**config.mk**
```make
export PLATFORM = sky130hd
export DESIGN_NAME = nibble_serial_adder_flat
export DESIGN_NICKNAME = d
export VERILOG_FILES = /design/src/rtl/nibble_serial_adder_pkg.sv /design/src/rtl/nibble_serial_adder_if.sv /design/src/rtl/adder_16.sv /design/src/rtl/nibble_serial_adder.sv /design/src/flat_wrapper.sv
export SDC_FILE = /design/constraint.sdc
export NUM_CORES = 1
export LEC_CHECK = 0
export ABC_AREA = 1
export ABC_CLOCK_PERIOD_IN_PS = 3500
export BUFFER_PORTS_ARGS = -buffer_cell sky130_fd_sc_hd__buf_2
export CAP_MARGIN = 10
export CORE_MARGIN = 2
export CORE_UTILIZATION = 54
export DETAILED_ROUTE_END_ITERATION = 16
export PLACE_DENSITY = 0.79
export SKIP_LAST_GASP = 1
export SYNTH_ARGS = -nofsm -noshare
export SYNTH_HDL_FRONTEND = slang
export SYNTH_SLANG_ARGS = --single-unit
```
**constraint.sdc**
```tcl
create_clock -name clk -period 3.5 [get_ports clk]
set_clock_uncertainty 0.15 [all_clocks]
set_input_delay 0.7 -clock clk [delete_from_list [all_inputs] [get_ports clk]]
set_output_delay 0.7 -clock clk [all_outputs]
set_load 0.05 [all_outputs]
```
**src/rtl/nibble_serial_adder_pkg.sv**
```systemverilog
// Shared definitions for the nibble-serial adder: FSM encodings, slice width
// and the index-register sizing helper.
package nibble_serial_adder_pkg;

  localparam int unsigned NIB_W = 4;

  typedef enum logic [1:0] {
    ST_IDLE = 2'd0,
    ST_ADD  = 2'd1,
    ST_DONE = 2'd2
  } state_e;

  // idx needs clog2(n) bits, but never fewer than one.
  function automatic int unsigned idx_width(input int unsigned n);
    return (n > 1) ? $clog2(n) : 1;
  endfunction

endpackage

```
**src/rtl/nibble_serial_adder_if.sv**
```systemverilog
// Operand/result handshake bundle between the producer, the nibble-serial
// adder and its consumer.
interface nibble_serial_adder_if #(
  parameter int unsigned NIBBLES = 4
);
  import nibble_serial_adder_pkg::*;

  localparam int unsigned W = NIB_W * NIBBLES;

  logic         in_valid;
  logic         in_ready;
  logic [W-1:0] op_a;
  logic [W-1:0] op_b;
  logic         cin;
  logic         out_valid;
  logic         out_ready;
  logic [W-1:0] sum;
  logic         cout;

  modport master (
    output in_valid, op_a, op_b, cin, out_ready,
    input  in_ready, out_valid, sum, cout
  );

  modport slave (
    input  in_valid, op_a, op_b, cin, out_ready,
    output in_ready, out_valid, sum, cout
  );

endinterface

```
**src/rtl/adder_16.sv**
```systemverilog
// Existing 4-bit ripple-carry adder slice.
module adder_16 (
  output logic [3:0] s,
  output logic       cout,
  input  logic [3:0] a,
  input  logic [3:0] b,
  input  logic       cin
);

  logic [4:0] c;

  assign c[0] = cin;

  for (genvar i = 0; i < 4; i++) begin : g_fa
    assign s[i]   = a[i] ^ b[i] ^ c[i];
    assign c[i+1] = (a[i] & b[i]) | (c[i] & (a[i] ^ b[i]));
  end

  assign cout = c[4];

endmodule

```
**src/rtl/nibble_serial_adder.sv**
```systemverilog
// Wide adder built by stepping a single 4-bit adder_16 across the operands,
// one nibble per clock, with a valid/ready handshake on both sides.
module nibble_serial_adder
  import nibble_serial_adder_pkg::*;
#(
  parameter int unsigned NIBBLES = 4
) (
  input  logic                 clk,
  input  logic                 rst,
  nibble_serial_adder_if.slave bus
);

  localparam int unsigned W     = NIB_W * NIBBLES;
  localparam int unsigned IDX_W = idx_width(NIBBLES);

  state_e             state_q, state_d;
  logic [IDX_W-1:0]   idx_q;
  logic [W-1:0]       a_q, b_q, sum_q;
  logic               carry_q;
  logic               in_ready_q;
  logic               out_valid_q;

  logic               accept_c;
  logic               last_c;
  logic [NIB_W-1:0]   nib_a_c, nib_b_c, nib_s_c;
  logic               nib_cout_c;

  assign nib_a_c = a_q[NIB_W*idx_q +: NIB_W];
  assign nib_b_c = b_q[NIB_W*idx_q +: NIB_W];
  assign last_c  = (idx_q == IDX_W'(NIBBLES - 1));

  adder_16 u_adder (
    .s    (nib_s_c),
    .cout (nib_cout_c),
    .a    (nib_a_c),
    .b    (nib_b_c),
    .cin  (carry_q)
  );

  // Next-state decode; handshakes are qualified by the registered flags.
  always_comb begin
    state_d  = state_q;
    accept_c = 1'b0;
    case (state_q)
      ST_IDLE: begin
        if (bus.in_valid && in_ready_q) begin
          accept_c = 1'b1;
          state_d  = ST_ADD;
        end
      end
      ST_ADD: begin
        if (last_c) state_d = ST_DONE;
      end
      ST_DONE: begin
        if (out_valid_q && bus.out_ready) state_d = ST_IDLE;
      end
      default: state_d = ST_IDLE;
    endcase
  end

  always_ff @(posedge clk) begin
    if (rst) begin
      state_q     <= ST_IDLE;
      idx_q       <= '0;
      a_q         <= '0;
      b_q         <= '0;
      sum_q       <= '0;
      carry_q     <= 1'b0;
      in_ready_q  <= 1'b0;
      out_valid_q <= 1'b0;
    end else begin
      state_q     <= state_d;
      in_ready_q  <= (state_d == ST_IDLE);
      out_valid_q <= (state_d == ST_DONE);
      if (accept_c) begin
        a_q     <= bus.op_a;
        b_q     <= bus.op_b;
        carry_q <= bus.cin;
        idx_q   <= '0;
        sum_q   <= '0;
      end else if (state_q == ST_ADD) begin
        sum_q[NIB_W*idx_q +: NIB_W] <= nib_s_c;
        carry_q                     <= nib_cout_c;
        if (!last_c) idx_q <= idx_q + IDX_W'(1);
      end
    end
  end

  assign bus.in_ready  = in_ready_q;
  assign bus.out_valid = out_valid_q;
  assign bus.sum       = sum_q;
  assign bus.cout      = carry_q;

endmodule

```
**src/flat_wrapper.sv**
```systemverilog
// flat-port wrapper written by rule: the top's interface ports become plain ports
module nibble_serial_adder_flat import nibble_serial_adder_pkg::*;
#(
  parameter int unsigned NIBBLES = 4
)
  (clk, rst, bus_in_valid, bus_op_a, bus_op_b, bus_cin, bus_out_ready, bus_in_ready, bus_out_valid, bus_sum, bus_cout);
  nibble_serial_adder_if #(.NIBBLES(NIBBLES)) bus_i ();
  input  logic clk;
  input  logic rst;
  input wire logic [$bits(bus_i.in_valid)-1:0] bus_in_valid;
  input wire logic [$bits(bus_i.op_a)-1:0] bus_op_a;
  input wire logic [$bits(bus_i.op_b)-1:0] bus_op_b;
  input wire logic [$bits(bus_i.cin)-1:0] bus_cin;
  input wire logic [$bits(bus_i.out_ready)-1:0] bus_out_ready;
  output wire logic [$bits(bus_i.in_ready)-1:0] bus_in_ready;
  output wire logic [$bits(bus_i.out_valid)-1:0] bus_out_valid;
  output wire logic [$bits(bus_i.sum)-1:0] bus_sum;
  output wire logic [$bits(bus_i.cout)-1:0] bus_cout;
  assign bus_i.in_valid = bus_in_valid;
  assign bus_i.op_a = bus_op_a;
  assign bus_i.op_b = bus_op_b;
  assign bus_i.cin = bus_cin;
  assign bus_i.out_ready = bus_out_ready;
  assign bus_in_ready = bus_i.in_ready;
  assign bus_out_valid = bus_i.out_valid;
  assign bus_sum = bus_i.sum;
  assign bus_cout = bus_i.cout;
  nibble_serial_adder #(.NIBBLES(NIBBLES)) u_core (.clk(clk), .rst(rst), .bus(bus_i));
endmodule
```
* Word level (Yosys, flattened, before mapping)
Index checks and enable logic that the tools add are counted.
** Word-level totals
- Flip-flop bits (word level) :: 55
- Word-level logic and storage cells :: 55
- Bits of input ports :: 37
** Cells by class
- Equal/unequal tests :: 4
- Bitwise gates (word level) :: 21
- Multiplexer cells :: 9
- Reductions and logical operators :: 7
- $add $sub $neg :: 2
- Shifts and indexed selects :: 4
** Operators with widths (number)
- negation 4 -> 34 bit :: 1
- variable shift 4 x 34 -> 16 bit, first input constant :: 1
- indexed part select 4 x 34 -> 16 bit :: 1
- indexed part select 16 x 5 -> 4 bit :: 2
- bitwise mux 16 bit :: 1
- bitwise AND 1 bit :: 8
- XOR 1 bit :: 8
- equality test 2 bit, second input constant :: 3
- 2-to-1 mux 2 bit :: 3
- case mux 2 bit (3 select lines) :: 1
- logical NOT 2 bit :: 2
- 2-to-1 mux 1 bit :: 4
- OR 1 bit :: 4
- adder 2 x 1 -> 2 bit, second input constant :: 1
- equality test 2 x 1 -> 1 bit, second input constant :: 1
- logical AND 1 bit :: 2
- AND reduction 2 bit :: 1
- nonzero test 2 bit :: 1
- OR reduction 2 bit :: 1
- NOT 1 bit :: 1

* Logic depth before layout (Yosys ltp)
Gate-level depths: netlist of the first run.
- Word-level depth :: 12
- Depth in mapped cells :: 13
- Mapped depth without buffers :: 11

* Cells and area by module
From an unflattened synthesis of the first run, not the netlist that was laid out.
** Unflattened totals
- Cells, all modules :: 344
- Area total of the unflattened synthesis :: 2448.6 um^2
** By module, submodules not included
- nibble_serial_adder :: cells each 330, instances 1, sequential area each 1101.1 um^2, area each 2331.0 um^2
- adder_16 :: cells each 14, instances 1, sequential area each 0.0 um^2, area each 117.6 um^2

* Least setup slack after synthesis of the first run
OpenSTA, ideal clock, no wires.
- Path kind :: reg-to-reg
- From :: reg u_core.idx_q[0]
- To :: reg u_core.sum_q[15] (netlist: u_core.bus.sum[15])
- Stages on the path, launching flop included :: 14
- Data arrival time :: 2.938 ns
- Required time :: 3.284 ns
- Path slack :: 0.346 ns
- Path through :: dfxtp_1 > buf_4 > inv_2 > buf_2 > o21ai_0 > o22ai_1 > fa_1 > fa_1 > fa_1 > fa_1 > nand2_1 > nor2_1 > nand2_1 > a21oi_2
** Between the ends
- Cells in the longest elaborated chain, start to end :: 11
** Ends and longest elaborated chain
- from (decl) :: RTL line nibble_serial_adder.sv:17 : logic [IDX_W-1:0] idx_q;
- from (signal assigned) :: RTL line nibble_serial_adder.sv:84 : if (!last_c) idx_q <= idx_q + IDX_W'(1);
- indexed part select 16 x 5 -> 4 bit (on tied branches) :: RTL line nibble_serial_adder.sv:28, nibble_serial_adder.sv:29
- XOR 1 bit :: RTL line adder_16.sv:15, adder_16.sv:16
- bitwise AND 1 bit :: RTL line adder_16.sv:16 : assign c[i+1] = (a[i] & b[i]) | (c[i] & (a[i] ^ b[i]));
- OR 1 bit :: RTL line adder_16.sv:16
- bitwise AND 1 bit :: RTL line adder_16.sv:16
- OR 1 bit :: RTL line adder_16.sv:16
- bitwise AND 1 bit :: RTL line adder_16.sv:16
- OR 1 bit :: RTL line adder_16.sv:16
- XOR 1 bit :: RTL line adder_16.sv:15 : assign s[i] = a[i] ^ b[i] ^ c[i];
- indexed part select 4 x 34 -> 16 bit :: RTL line nibble_serial_adder.sv:82 : sum_q[NIB_W*idx_q +: NIB_W] <= nib_s_c;
- bitwise mux 16 bit (*) :: RTL line nibble_serial_adder.sv:82
- to (signal, indexed assignment) :: RTL line nibble_serial_adder.sv:82
- to (decl) :: RTL line nibble_serial_adder.sv:18 : logic [W-1:0] a_q, b_q, sum_q;
Every way passes the cells marked *; elsewhere a longest branch is shown, timed or not.
A chain may end at the register's enable or synchronous reset.

* Final worst setup path of the first run
Same ends and word-level chain as after synthesis.

==> results of run 1 <==
==> cell type report <==
class / count / area [um2]
flip-flops and latches: 55 / 1100
well taps: 54 / 67.6
fillers: 448 / 1770
clock buffers: 6 / 72.6
multi-input cells: 249 / 1240
repair buffers: 59 / 305
inverters: 25 / 98.8
==> power by group through the flow <==
stage	clock (W)	combinational [W]	sequential, W
2_1_floorplan	0	0.000180	0.000719
3_3_place_gp	0	0.000241	0.000706
3_5_place_dp	0	0.000248	0.000706
4_1_cts	0.000330	0.000248	0.000692
5_1_grt	0.000352	0.000285	0.000696
6_report	0.000320	0.000247	0.000691
==> flip-flops by register name, summed over array words and instances, names as in the netlist <==
| name | count |
|---|---|
| u_core.bus.cout | 1 |
| u_core.idx_q | 2 |
| u_core.b_q | 16 |
| u_core.bus.sum | 16 |
| u_core.a_q | 16 |
| u_core.bus.out_valid | 1 |
| u_core.state_q | 2 |
| u_core.bus.in_ready | 1 |
==> tightest hold or removal path, cell delays in order, from the launching register on <==
cell,delay (ns)
dfxtp_1,0.32
nand2_1,0.06
a21oi_1,0.05
==> placed cells by master, fill, tap and decap left out, drive strengths merged <==
| cell type | instances |
|---|---|
| clkbuf | 6 |
| nor2 | 104 |
| fa | 4 |
| nand3 | 4 |
| dfxtp | 55 |
| nand2 | 53 |
| buf | 59 |
| o21ai | 54 |
| nor3 | 2 |
| o22ai | 8 |
| ha | 6 |
| a21oi | 12 |
| and2 | 2 |
| inv | 25 |
==> through the flow <==
| step | setup WS (ns) | instances | power (W) |
|---|---|---|---|
| global placement | 0.287 | 442 | 0.000946 |
| finish | 0.308 | 448 | 0.00126 |
| detailed placement | 0.197 | 442 | 0.000954 |
| CTS | 0.159 | 448 | 0.00127 |
| floorplan | 0.346 | 344 | 0.000899 |
| global route | 0.0478 | 448 | 0.00133 |
==> synthesized netlist by cell type (6+ instances only) <==
| cell | number |
|---|---|
| nor2_2 | 10 |
| o22ai_1 | 8 |
| inv_1 | 22 |
| buf_6 | 6 |
| ha_1 | 6 |
| a21oi_2 | 8 |
| dfxtp_1 | 55 |
| nand2_1 | 50 |
| o21ai_0 | 51 |
| nor2_1 | 94 |
==> layer usage <==
layer,vias up,routed length (um)
li1,1189,-
met4,0,92
met1,983,2280
met3,8,160
met2,48,2600
met5,-,0
==> logic make-up after synthesis <==
logic type	synth area share (%)
AND/OR/NAND/NOR	26.3
AO/OA/AOI/OAI	16.0
flip-flops	42.9
buffers and inverters	8.73
adder cells (fa/ha/maj)	6.05
==> path summary, 6_finish.rpt <==
| path | end | start | depth (start not counted) | slack, ns |
|---|---|---|---|---|
| worst min register to register | u_core.bus.sum[5]$_SDFFE_PP0P_ | u_core.bus.sum[5]$_SDFFE_PP0P_ | 2 | 0.32 |
| worst max register to register | u_core.bus.sum[15]$_SDFFE_PP0P_ | u_core.idx_q[0]$_SDFFE_PP0P_ | 11 | 0.31 |
| worst min-delay path | u_core.bus.sum[5]$_SDFFE_PP0P_ | u_core.bus.sum[5]$_SDFFE_PP0P_ | 2 | 0.32 |
| worst max-delay path | u_core.bus.sum[15]$_SDFFE_PP0P_ | u_core.idx_q[0]$_SDFFE_PP0P_ | 11 | 0.31 |
==> out/summary.txt, run 1 <==
Status - finished clean
CP max-delay cell - fa_1
Hold slack - 0.321 ns
Initial antenna violation count - 0
Setup_tns - 0 ns
Pwr Density - 436 nW/um2
GR Layer Usage met1 - 24.5%
Final Wtd Congestion - 0.860
CP Max Fanout - 13
Post-Syn Area - 2560 um2
# port buffers - 55
Clk buf depth - 2
Maximum VDD drop - 0.216 mV
CP bufs+invs - 1
Residual DRC - 0
Number of synthesized flops with an enable pin - 0
Post-synth cell types - 24
Arrival time worst endpoint - 3.29 ns
Clock-pin slew on the worst setup and hold paths - 0.09 ns
Post-layout minimum cycle time - 3.19 ns
Main flop type after synthesis - dfxtp_1
Layout cells sized above 1 - 22.6%
Max Cap Viol - 0
Pleak - 1.31 nW
CTS resizes - 0
Rows - 25
Sequential share of the synthesized area - 42.9%
Detailed placement HPWL - 3.85 mm
Vias in the first global route - 2092
CTS Buf Count - 5
Final instance area - 2890 um2
Type of the tightest min-delay check - reg -> reg
Average cell area after synthesis - 7.46 um2
Crit path largest cell delay - 0.52 ns
FFs w/ async S/R, synth - 0%
Top-level I/O count - 56
F_max - 313 MHz
All-layer global routing usage - 20.9%
Pint - 0.000890 W
Top Usage Layer GRT - met2
Slew Limit Fails - 0
CP startpoint kind - flop
Vias post-DR - 2228
Synth area leaders - dfxtp_1 43%, nor2_1 14%, o21ai_0 10%, nand2_1 7.3%, inv_1 3.2%
First-pass GRT wire length - 8.68 mm
H-tree Lvls - 2
RSZ-0062 raised after global routing - no
Worst-Skew Late Latency - 0.30 ns
Slew @ Worst Pin - 0.452 ns
Clock root cell - clkbuf_8
Post-synth top area share - 42.9%
Hold Buf Count CTS - 0
Switching Share - 29.3%
Met2 Track Usage GR - 37.6%
Setup Buffers After CTS - 0
Leading area contributor after synthesis - dfxtp_1
Syn_nets - 391
Met3 usage - 3.04%
Critical path cell sequence - inv_2 -> o21ai_0 -> o22ai_1 -> fa_1 -> fa_1 -> fa_1 -> fa_1 -> nand2_1 -> nor2_1 -> nand2_1 -> a21oi_2
Drt wl/cell - 11.5 um
Placed cell area - 2810 um2
Proportion of power drawn by the clock network - 25.5%
Most Frequent Cell on Critical Path - fa_1
Crit share post-route - 91.2%
CP Capture Type - flop
Max-slew headroom - 69.8%
CP required - 3.60 ns
Via-per-instance ratio - 4.97
Final Hold Fails - 0
Psw - 0.000368 W
CTS tree - done
Initial DRC count - 79
Routed Antenna Nets - 0
Gate power share - 19.6%
Starting Density - 55.0%
Die Ht - 72.9 um
Share of power burned in registers - 55.0%
Worst path top cell family by delay - adder cells
Core Box Area - 4660 um2
Synth warn - 0
DRT Wirelength - 5.13 mm
DRT Pass-1 Iters - 4
Area delta synth->final - 12.5%
GRT overflow - 0
Largest net degree at the start of global routing - 36
Gate Count Post-Synth - 344
Nets - 442
Antenna Cells - 0
# setup viols final - 0
Num Clock Sinks - 55
Final Util - 61.9%
Synthesized flop and latch total - 55
WS Path Type - reg -> reg
Die W - 72.9 um
Die ar. - 5320 um2
(Power assumes the default switching activity.)
==> run 2, diff against run 1 <==
--- a/config.mk
+++ b/config.mk
@@ -10,10 +10,11 @@
 export BUFFER_PORTS_ARGS = -buffer_cell sky130_fd_sc_hd__buf_2
 export CAP_MARGIN = 10
 export CORE_MARGIN = 2
-export CORE_UTILIZATION = 54
+export CORE_UTILIZATION = 53
 export DETAILED_ROUTE_END_ITERATION = 16
 export PLACE_DENSITY = 0.79
 export SKIP_LAST_GASP = 1
 export SYNTH_ARGS = -nofsm -noshare
 export SYNTH_HDL_FRONTEND = slang
+export SYNTH_HIERARCHICAL = 1
 export SYNTH_SLANG_ARGS = --single-unit
==> run 2 against run 1 <==
Against the previous run:
- power rose by 0.68%
- flip-flop and latch count unchanged
- setup slack improved by 0.10 ns
- critical path depth rose by 4
- global-route usage grew 0.76 points
- clock power grew 8.4%
- fmax grew 3.3%
- synthesized cell count is the same
==> out/summary.txt, run 2 <==
FF-to-FF setup slack - 0.41 ns (was 0.31 ns)
All-layer global routing usage - 21.7% (was 20.9%)
F_max - 324 MHz (was 313 MHz)
Routed Antenna Nets - 0 (unchanged)
Nets - 443 (was 442)
CTS tree - done (unchanged)
Antenna Cells - 0 (unchanged)
Hold path startpoint - u_core/bus.sum[10]$_SDFFE_PP0P_ (was u_core.bus.sum[5]$_SDFFE_PP0P_)
Rows - 24 (was 25)
Status - finished clean (unchanged)
DRT Pass-1 Iters - 5 (was 4)
Drt wl/cell - 11.6 um (was 11.5 um)
Detailed placement HPWL - 3.88 mm (was 3.85 mm)
Arrival time worst endpoint - 3.16 ns (was 3.29 ns)
GRT overflow - 0 (unchanged)
Number of synthesized flops with an enable pin - 0 (unchanged)
Starting Density - 55.5% (was 55.0%)
Final Hold Fails - 0 (unchanged)
Filler instances - 409 (was 448)
CTS Buf Count - 5 (unchanged)
Vias in the first global route - 2014 (was 2092)
Post-Syn Area - 2450 um2 (was 2560 um2)
Post-synth cell types - 17 (was 24)
Post-synth top area share - 45.0% (was 42.9%)
Synthesized flop and latch total - 55 (unchanged)
Vias post-DR - 2260 (was 2228)
Setup Buffers After CTS - 0 (unchanged)
Clk buf depth - 2 (unchanged)
Average cell area after synthesis - 7.12 um2 (was 7.46 um2)
Commonest non-fill, non-tap cell in the layout - nor2_1 (unchanged)
Worst-Skew Late Latency - 0.30 ns (about the same)
CP Max Fanout - 15 (was 13)
Area delta synth->final - 16.2% (was 12.5%)
Syn_nets - 391 (unchanged)
Top Usage Layer GRT - met2 (unchanged)
FFs w/ async S/R, synth - 0% (unchanged)
Clock root cell - clkbuf_8 (unchanged)
Initial antenna violation count - 0 (unchanged)
Clock-pin slew on the worst setup and hold paths - 0.09 ns (about the same)
Slew Limit Fails - 0 (unchanged)
Die ar. - 5180 um2 (was 5320 um2)
Max-slew headroom - 58.4% (was 69.8%)
End of the worst register-to-register path - u_core/bus.sum[15]$_SDFFE_PP0P_ (was u_core.bus.sum[15]$_SDFFE_PP0P_)
Main flop type after synthesis - dfxtp_1 (unchanged)
Residual DRC - 0 (unchanged)
Final Wtd Congestion - 0.881 (was 0.860)
# setup viols final - 0 (unchanged)
H-tree Lvls - 2 (unchanged)
RSZ-0062 raised after global routing - no (unchanged)
Pleak - 1.29 nW (was 1.31 nW)
Setup_tns - 0 ns (unchanged)
Via-per-instance ratio - 5.04 (was 4.97)
Die W - 72.0 um (was 72.9 um)
Beginning of the worst register-to-register path - u_core/idx_q[0]$_SDFFE_PP0P_ (was u_core.idx_q[0]$_SDFFE_PP0P_)
Met3 usage - 5.56% (was 3.04%)
Post-layout minimum cycle time - 3.09 ns (was 3.19 ns)
First-pass GRT wire length - 8.83 mm (was 8.68 mm)
Slew @ Worst Pin - 0.622 ns (was 0.452 ns)
Maximum VDD drop - 0.231 mV (was 0.216 mV)
Initial DRC count - 154 (was 79)
Synth warn - 6 (was 0)
Synth area leaders - dfxtp_1 45%, nor2_1 15%, o21ai_0 10%, nand2_1 6.9%, inv_1 4.4% (was dfxtp_1 43%, nor2_1 14%, o21ai_0 10%, nand2_1 7.3%, inv_1 3.2%)
Max Cap Viol - 0 (unchanged)
Worst hold endpoint - u_core/bus.sum[10]$_SDFFE_PP0P_ (was u_core.bus.sum[5]$_SDFFE_PP0P_)
Leading area contributor after synthesis - dfxtp_1 (unchanged)
Die Ht - 72.0 um (was 72.9 um)
CP Capture Type - flop (unchanged)
WS Path Type - reg -> reg (unchanged)
Top-level I/O count - 56 (unchanged)
Core Box Area - 4410 um2 (was 4660 um2)
Gate Count Post-Synth - 344 (unchanged)
Type of the tightest min-delay check - reg -> reg (unchanged)
GR Layer Usage met1 - 27.0% (was 24.5%)
Met2 Track Usage GR - 37.0% (was 37.6%)
Total power - 0.00127 W (was 0.00126 W)
Sequential share of the synthesized area - 45.0% (was 42.9%)
Hold Buf Count CTS - 0 (unchanged)
DRT Wirelength - 5.21 mm (was 5.13 mm)
Commonest cells after routing, fill and taps aside - 98 x nor2_1, 55 x buf_2, 55 x dfxtp_1, 50 x o21ai_0, 45 x nand2_1 (was 94 x nor2_1, 55 x buf_2, 54 x dfxtp_1, 51 x o21ai_0, 50 x nand2_1)
# port buffers - 55 (unchanged)
Crit share post-route - 88.2% (was 91.2%)
CP required - 3.58 ns (was 3.60 ns)
Largest net degree at the start of global routing - 36 (unchanged)
CTS resizes - 0 (unchanged)
R2R cell count - 15 (was 11)
Layout cells sized above 1 - 17.9% (was 22.6%)
Most numerous cell in the Yosys netlist - nor2_1 (unchanged)
WHS Path Cells - 2 (unchanged)
CP startpoint kind - flop (unchanged)
Num Clock Sinks - 55 (unchanged)
Pwr Density - 445 nW/um2 (was 436 nW/um2)
Commonest cells in the netlist - 98 x nor2_1, 55 x dfxtp_1, 50 x o21ai_0, 45 x nand2_1, 29 x inv_1 (was 94 x nor2_1, 55 x dfxtp_1, 51 x o21ai_0, 50 x nand2_1, 22 x inv_1)
-- run 2: changes by cell type after synthesis, moves of 5 or more --
| cell | before | now |
|---|---|---|
| inv_1 | 22 | 29 |
| a21oi_1 | 4 | 19 |
| buf_6 | 6 | 0 |
| nand2_1 | 50 | 45 |
| a21oi_2 | 8 | 0 |
| nor2_2 | 10 | 1 |
| nand3_1 | 4 | 11 |
-- run 2: metrics by stage --
stage / cells / hold WS [ns] / cell area (um2) / util [%] / setup WS [ns]
after floorplan: 344 / 0.300 / 2450 / - / 0.493
after global placement: 441 / 0.300 / 2760 / 62.5 / 0.540
after detailed placement: 441 / 0.305 / 2760 / 62.5 / 0.433
after CTS: 448 / 0.319 / 2850 / 64.5 / 0.408
after global routing: 448 / 0.335 / 2850 / 64.5 / 0.147
final: 448 / 0.317 / 2850 / 64.5 / 0.412
-- run 2: cells by family (layout without fill, tap and decap cells) --
| group | after synthesis | after routing | share of synthesized area, % |
|---|---|---|---|
| AND/OR/NAND/NOR | 156 | 156 | 24.9 |
| flip-flops | 55 | 55 | 45.0 |
| AO/OA/AOI/OAI | 77 | 77 | 16.1 |
| adder cells (fa/ha/maj) | 10 | 10 | 6.34 |
| buffers and inverters | 46 | 98 | 7.66 |
-- run 2: report_power, final --
| part | internal [W] | switching [W] | leakage (nW) |
|---|---|---|---|
| logic | 0.0000828 | 0.000151 | 0.798 |
| clock network | 0.000156 | 0.000191 | 0.0470 |
| registers | 0.000663 | 0.0000227 | 0.449 |
-- run 2: layout make-up --
class / instances / area [um2] / area share [%]
Clock inverter: 1 / 5.00 / 0.176
Sequential cell: 55 / 1100 / 38.7
Timing Repair Buffer: 61 / 320 / 11.3
Clock buffer: 6 / 82.6 / 2.90
Inverter: 30 / 113 / 3.96
Multi-Input combinational cell: 243 / 1160 / 40.7
Tap cell: 52 / 65.1 / 2.29
-- run 2: how the worst max path moves through the flow --
| stage | from | endpoint | slack, ns | cells after the start |
|---|---|---|---|---|
| 2_1_floorplan | u_core/idx_q[1]$_SDFFE_PP0P_ | u_core/bus.sum[11]$_SDFFE_PP0P_ | 0.49 | 16 |
| 3_3_place_gp | u_core/idx_q[0]$_SDFFE_PP0P_ | u_core/bus.sum[3]$_SDFFE_PP0P_ | 0.54 | 15 |
| 3_5_place_dp | u_core/idx_q[0]$_SDFFE_PP0P_ | u_core/bus.sum[15]$_SDFFE_PP0P_ | 0.43 | 15 |
| 4_1_cts | u_core/idx_q[0]$_SDFFE_PP0P_ | u_core/bus.sum[15]$_SDFFE_PP0P_ | 0.41 | 15 |
| 5_1_grt | u_core/idx_q[0]$_SDFFE_PP0P_ | u_core/bus.sum[15]$_SDFFE_PP0P_ | 0.15 | 15 |
| 6_report | u_core/idx_q[0]$_SDFFE_PP0P_ | u_core/bus.sum[15]$_SDFFE_PP0P_ | 0.41 | 15 |
-- run 2: routing by layer --
| layer | wire length (um) | vias up |
|---|---|---|
| met5 | 0 | - |
| met4 | 68 | 0 |
| met3 | 246 | 7 |
| met2 | 2500 | 56 |
| met1 | 2400 | 1002 |
| li1 | - | 1195 |
-- run 2: worst max-delay path, cell delays in order (launching register included) --
cell and delay, ns:
dfxtp_1 0.36, inv_1 0.18, o21ai_0 0.22, o22ai_1 0.12
fa_1 0.43, inv_1 0.08, fa_1 0.17, inv_1 0.05
fa_1 0.35, inv_1 0.07, fa_1 0.40, inv_1 0.06
inv_1 0.04, nor2_1 0.14, nand2_1 0.07, a21oi_1 0.13
